`config.mk`:
```
export PLATFORM = sky130hd
export DESIGN_NAME = decode_issue_stage
export DESIGN_NICKNAME = d
export VERILOG_FILES = /design/src/rtl/decode_issue_stage_pkg.sv /design/src/rtl/decode_issue_stage_reg_scoreboard.sv /design/src/rtl/decode_issue_stage.sv
export SDC_FILE = /design/constraint.sdc
export NUM_CORES = 1
export LEC_CHECK = 0
export ABC_AREA = 1
export CORE_ASPECT_RATIO = 0.5
export CORE_UTILIZATION = 47
export CTS_CLUSTER_DIAMETER = 200
export DETAILED_ROUTE_END_ITERATION = 10
export HOLD_SLACK_MARGIN = 0.08
export PLACE_DENSITY_LB_ADDON = 0.3
export SYNTH_ARGS = -nofsm -noshare
export SYNTH_HDL_FRONTEND = slang
export SYNTH_SLANG_ARGS = --single-unit
```
`constraint.sdc`:
```
create_clock -name clk -period 3.45 [get_ports clk]
set_clock_uncertainty 0.1 [all_clocks]
set_input_delay 1.035 -clock clk [delete_from_list [all_inputs] [get_ports clk]]
set_output_delay 1.035 -clock clk [all_outputs]
set_load 0.005 [all_outputs]
```
`src/rtl/decode_issue_stage_pkg.sv`:
```
// Shared decode definitions for the decode/issue stage.
// Field positions, opcode ranges and the writes-Rd rule.
package decode_issue_stage_pkg;

    localparam int INSTR_W = 16;
    localparam int REG_AW  = 3;
    localparam int NREG    = 2 ** REG_AW;

    localparam logic [3:0] OP_NOP    = 4'h0;
    localparam logic [3:0] OP_ALU_LO = 4'h1;
    localparam logic [3:0] OP_ALU_HI = 4'h7;

    localparam int OP_LSB  = 12;
    localparam int RD_LSB  = 9;
    localparam int RS1_LSB = 6;
    localparam int RS2_LSB = 3;
    localparam int FN_LSB  = 0;

    typedef struct packed {
        logic [3:0]        opcode;
        logic [REG_AW-1:0] rd;
        logic [REG_AW-1:0] rs1;
        logic [REG_AW-1:0] rs2;
        logic [2:0]        func;
    } fields_t;

    function automatic fields_t decode(input logic [INSTR_W-1:0] instr);
        fields_t f;
        f.opcode = instr[OP_LSB  +: 4];
        f.rd     = instr[RD_LSB  +: REG_AW];
        f.rs1    = instr[RS1_LSB +: REG_AW];
        f.rs2    = instr[RS2_LSB +: REG_AW];
        f.func   = instr[FN_LSB  +: 3];
        return f;
    endfunction

    // R0 is hardwired, so a write to it never needs tracking.
    function automatic logic writes_rd(input logic [3:0]        op,
                                       input logic [REG_AW-1:0] rd);
        return (op >= OP_ALU_LO) && (op <= OP_ALU_HI) && (rd != '0);
    endfunction

endpackage

```
`src/rtl/decode_issue_stage_reg_scoreboard.sv`:
```
// Pending-write scoreboard: one bit per register, set beats clear.
// Three combinational lookups for rs1, rs2 and rd.
module reg_scoreboard
    import decode_issue_stage_pkg::*;
(
    input  logic              clk,
    input  logic              rst_n,
    input  logic              set_en,
    input  logic [REG_AW-1:0] set_rd,
    input  logic              clr_en,
    input  logic [REG_AW-1:0] clr_rd,
    input  logic              fl_en,
    input  logic [REG_AW-1:0] fl_rd,
    input  logic [REG_AW-1:0] rs1,
    input  logic [REG_AW-1:0] rs2,
    input  logic [REG_AW-1:0] rd,
    output logic              hit1,
    output logic              hit2,
    output logic              hit_rd,
    output logic [NREG-1:0]   pending
);

    logic [NREG-1:0] nxt;

    always_comb begin
        nxt = pending;
        if (clr_en) nxt[clr_rd] = 1'b0;
        if (fl_en)  nxt[fl_rd]  = 1'b0;
        if (set_en) nxt[set_rd] = 1'b1;
        nxt[0] = 1'b0;
    end

    always_ff @(posedge clk or negedge rst_n) begin
        if (!rst_n) pending <= '0;
        else        pending <= nxt;
    end

    assign hit1   = pending[rs1];
    assign hit2   = pending[rs2];
    assign hit_rd = pending[rd];

endmodule

```
`src/rtl/decode_issue_stage.sv`:
```
// Decode/issue stage in front of the 8x16 register file.
// Optional stall counter: define DECODE_STALL_COUNT_EN.
module decode_issue_stage
    import decode_issue_stage_pkg::*;
(
    input  logic               clk,
    input  logic               rst_n,
    input  logic               in_valid,
    input  logic [INSTR_W-1:0] in_instr,
    output logic               in_ready,
    output logic [REG_AW-1:0]  rf_ra,
    output logic [REG_AW-1:0]  rf_rb,
    output logic               out_valid,
    input  logic               out_ready,
    output logic [3:0]         out_opcode,
    output logic [REG_AW-1:0]  out_rd,
    output logic [2:0]         out_func,
    output logic               out_wr,
    input  logic               wb_en,
    input  logic [REG_AW-1:0]  wb_rd,
    input  logic               flush
`ifdef DECODE_STALL_COUNT_EN
    ,
    output logic [15:0]        stall_count
`endif
);

    fields_t           f;
    logic              wr_in;
    logic              hit1;
    logic              hit2;
    logic              hit_rd;
    logic              hz;
    logic              accept;
    logic [REG_AW-1:0] hold_rs1;
    logic [REG_AW-1:0] hold_rs2;
    logic [NREG-1:0]   pending;

    assign f      = decode(in_instr);
    assign wr_in  = writes_rd(f.opcode, f.rd);
    assign hz     = hit1 | hit2 | (wr_in & hit_rd);
    assign in_ready = !hz && (!out_valid || out_ready) && !flush;
    assign accept = in_valid && in_ready;

    // Stalled cycles keep re-reading the held operands.
    assign rf_ra = accept ? f.rs1 : hold_rs1;
    assign rf_rb = accept ? f.rs2 : hold_rs2;

    always_ff @(posedge clk or negedge rst_n) begin
        if (!rst_n) begin
            out_valid  <= 1'b0;
            out_opcode <= OP_NOP;
            out_rd     <= '0;
            out_func   <= '0;
            out_wr     <= 1'b0;
            hold_rs1   <= '0;
            hold_rs2   <= '0;
        end else if (accept) begin
            out_valid  <= 1'b1;
            out_opcode <= f.opcode;
            out_rd     <= f.rd;
            out_func   <= f.func;
            out_wr     <= wr_in;
            hold_rs1   <= f.rs1;
            hold_rs2   <= f.rs2;
        end else if (flush || out_ready) begin
            out_valid  <= 1'b0;
        end
    end

    reg_scoreboard u_sb (
        .clk     (clk),
        .rst_n   (rst_n),
        .set_en  (accept && wr_in),
        .set_rd  (f.rd),
        .clr_en  (wb_en),
        .clr_rd  (wb_rd),
        .fl_en   (flush && out_valid && out_wr),
        .fl_rd   (out_rd),
        .rs1     (f.rs1),
        .rs2     (f.rs2),
        .rd      (f.rd),
        .hit1    (hit1),
        .hit2    (hit2),
        .hit_rd  (hit_rd),
        .pending (pending)
    );

`ifdef DECODE_STALL_COUNT_EN
    always_ff @(posedge clk or negedge rst_n) begin
        if (!rst_n)
            stall_count <= '0;
        else if (in_valid && hz && stall_count != 16'hFFFF)
            stall_count <= stall_count + 16'd1;
    end
`endif

endmodule

```
==> results.toml <==
[outcome]
status = "finished with violations"
violations = "negative setup slack"

[hold_path]
hp-start = "hold_rs1[1]"
hold_path_depth = 2
hp-class = "flop to flop"
hold_end = "hold_rs1[1]"

[job]
drv_cap = 0

[timing]
tns_ns = -0.768
period_share_pct = 104
slew_headroom_pct = 66.9
slew_viol_final = 0
finalSetupViolCount = 7
worst_slew_pin_slew_ns = 0.489
fmax_mhz = 279
fin_hold_ws_ns = 0.413
finalHoldViolCount = 0
rsz0062_at_grt = "true"
fin_crit_ns = 3.58
worst_slack_ns = -0.129

[route]
firstDrtPassIters = 7
viasPerCell = 6.28
antenna_left = 0
drtIter0Drc = 286
finalWirelength_mm = 6.86
num_vias = 2084
drc_errors = 0
post_drt_wl_per_cell_um = 20.6

[clock_tree]
cts.sinks = 25
cts_made_buffers = 3
cts_tree = "yes"
clockBufferDepth = 2
htree_num_levels = 1
cts.clk_slew.worst_paths_ns = 0.09
clk_latency_ns = 0.28
cts-root-buf = "clkbuf_8"

[global_route]
grt_pass1_vias = 1703
grt_use_total_pct = 32.3
grt_max_degree = 26
grt_pass1_wl_mm = 8.05
grt_overflow = 0
antenna_found_initial = 0

[setup_path]
critPathRequiredTime_ns = 2.31
path_max_fanout = 5
crit_type = "input pin to primary output"
r2r_cells = 14
critPathArrivalTime_ns = 2.44
timing.rr.end = "out_opcode[3]"
endpoint_kind = "primary output"
critPathLaunchType = "input pin"
ff2ff_setup_slack_ns = 1.14
rr_startpoint = "u_sb.pending[3]"

[synth]
synth_cell_types = 23
synth.net_count = 231
syn_area_per_cell_um2 = 7.16
ys_ff_latch = 25
syn_area_um2 = 1480
syn_inst = 206
synth_seq_area_share_pct = 42.4
ys_warn_count = 0

[die]
initial_utilization_pct = 53.0
io_pins = 44
core_um2 = 2780
num_rows = 13
dieArea_um2 = 3380
die_h_um = 41.6
die_width_um = 81.2

[finish]
regArea_um2 = 626
drive_above_1_share_pct = 38.6
final_common_cell = "nand2_1"
final.fill_count = 115
most-common-layout-cells = "nand2_1 (56), buf_4 (46), nand3_1 (25), dfrtp_1 (25), inv_1 (22)"
areaGrowthSynthToFinish_pct = 64.9
fin_util_pct = 87.4
multi_input_area_um2 = 838
final_nets = 321
antenna_cells = 0

[placed_design]
post-dp-hpwl_mm = 3.29
port_buffers = 43
place_congestion = 0.870

[pwr]
p_int_mw = 0.671
pwr-share-seq_pct = 40.9
power_switching_mw = 0.393
p_per_area_nw_per_um2 = 437
peakVddDrop_mv = 0.336
p_sw_share_pct = 37.0
pwr-share-comb_pct = 42.4
cellLeakagePower_nw = 1.27
clock_power_share_pct = 16.7
==> critical path, cell delays in order <==
cell and delay, ns:
buf_4 0.15, inv_4 0.09, nand2_1 0.06, nand3_1 0.08, nand2_1 0.08, nand2_1 0.11, nand3_2 0.14, nor2_4 0.22
nand2_4 0.09, buf_8 0.15, nand2_4 0.06, nand2_2 0.06, buf_2 0.12
==> logic make-up (layout without fill, tap and decap cells) <==
family,count (synthesis),count (layout),synth area share (%)
simple gates,132,133,39.0
compound gates,15,15,7.63
buf+inv,34,122,10.9
flops,25,25,42.4
==> power groups by stage <==
| stage | logic [mW] | registers [mW] | clock network, mW |
|---|---|---|---|
| floorplan | 0.139 | 0.406 | 0 |
| global placement | 0.334 | 0.413 | 0 |
| detailed placement | 0.344 | 0.417 | 0 |
| CTS | 0.353 | 0.412 | 0.177 |
| global route | 0.480 | 0.437 | 0.191 |
| finish | 0.451 | 0.435 | 0.178 |
==> final cells by class <==
class                      count  share of cell area, %
tap                           37                   1.90
timing repair buffer          91                   31.7
clock inverter                 1                  0.206
multi-input combinational    148                   34.5
inverter                      27                   4.27
clock buffer                   3                   1.70
sequential                    25                   25.7
==> cell usage after synthesis, drive strengths merged <==
cell      n  area share [%]
o21ai     6             2.5
clkbuf    2            0.51
o221ai    6             3.6
buf       5             3.6
nand2    78              21
nor2     14             4.2
o41ai     1            0.59
nand4     4             1.7
nor3      3             1.0
inv      27             6.9
nand3    33              12
a21oi     1            0.34
dfrtp    25              42
o2111ai   1            0.59
==> per-stage QoR <==
stage	power, mW	cell area [um^2]	setup slack, ns	instances
global route	1.11	2430	-0.150	332
finish	1.06	2430	-0.129	332
global placement	0.747	2100	-0.724	307
CTS	0.943	2220	0.00337	325
detailed placement	0.761	2100	-0.834	307
floorplan	0.545	1480	0.293	206
==> state kept, by name (all words and copies together), names as in the netlist <==
name,flops
out_rd,3
out_wr,1
u_sb.pending,7
hold_rs2,3
out_func,3
out_opcode,4
hold_rs1,3
out_valid,1
==> timing repair <==
item | 4_1_cts | 5_1_grt
endpoints found under the setup margin | 7 | 7
setup buffers | 13 | 7
hold buffers | 0 | 0
gates resized for setup | 77 | 63
pin swaps | 15 | 25
gates cloned | 1 | 0
==> worst max-delay path by stage <==
stage,slack (ns),cells after the start,to,start
2_1_floorplan,0.29,12,rf_ra[0],in_instr[9]
3_3_place_gp,-0.72,11,rf_rb[2],in_instr[3]
3_5_place_dp,-0.83,11,rf_ra[1],in_instr[3]
4_1_cts,0.003,14,rf_rb[2],in_instr[9]
5_1_grt,-0.15,12,rf_ra[2],in_instr[3]
6_report,-0.13,13,rf_ra[0],in_instr[6]
==> per-layer routing <==
| metal | wire (um) | track usage, % | up-vias |
|---|---|---|---|
| li1 | - | - | 841 |
| met1 | 2390 | 40.8 | 929 |
| met2 | 2870 | 51.8 | 223 |
| met3 | 965 | 8.57 | 91 |
| met4 | 627 | 14.3 | 0 |
| met5 | 0 | 0 | - |
No activity file was read; power rests on OpenSTA's default activity.
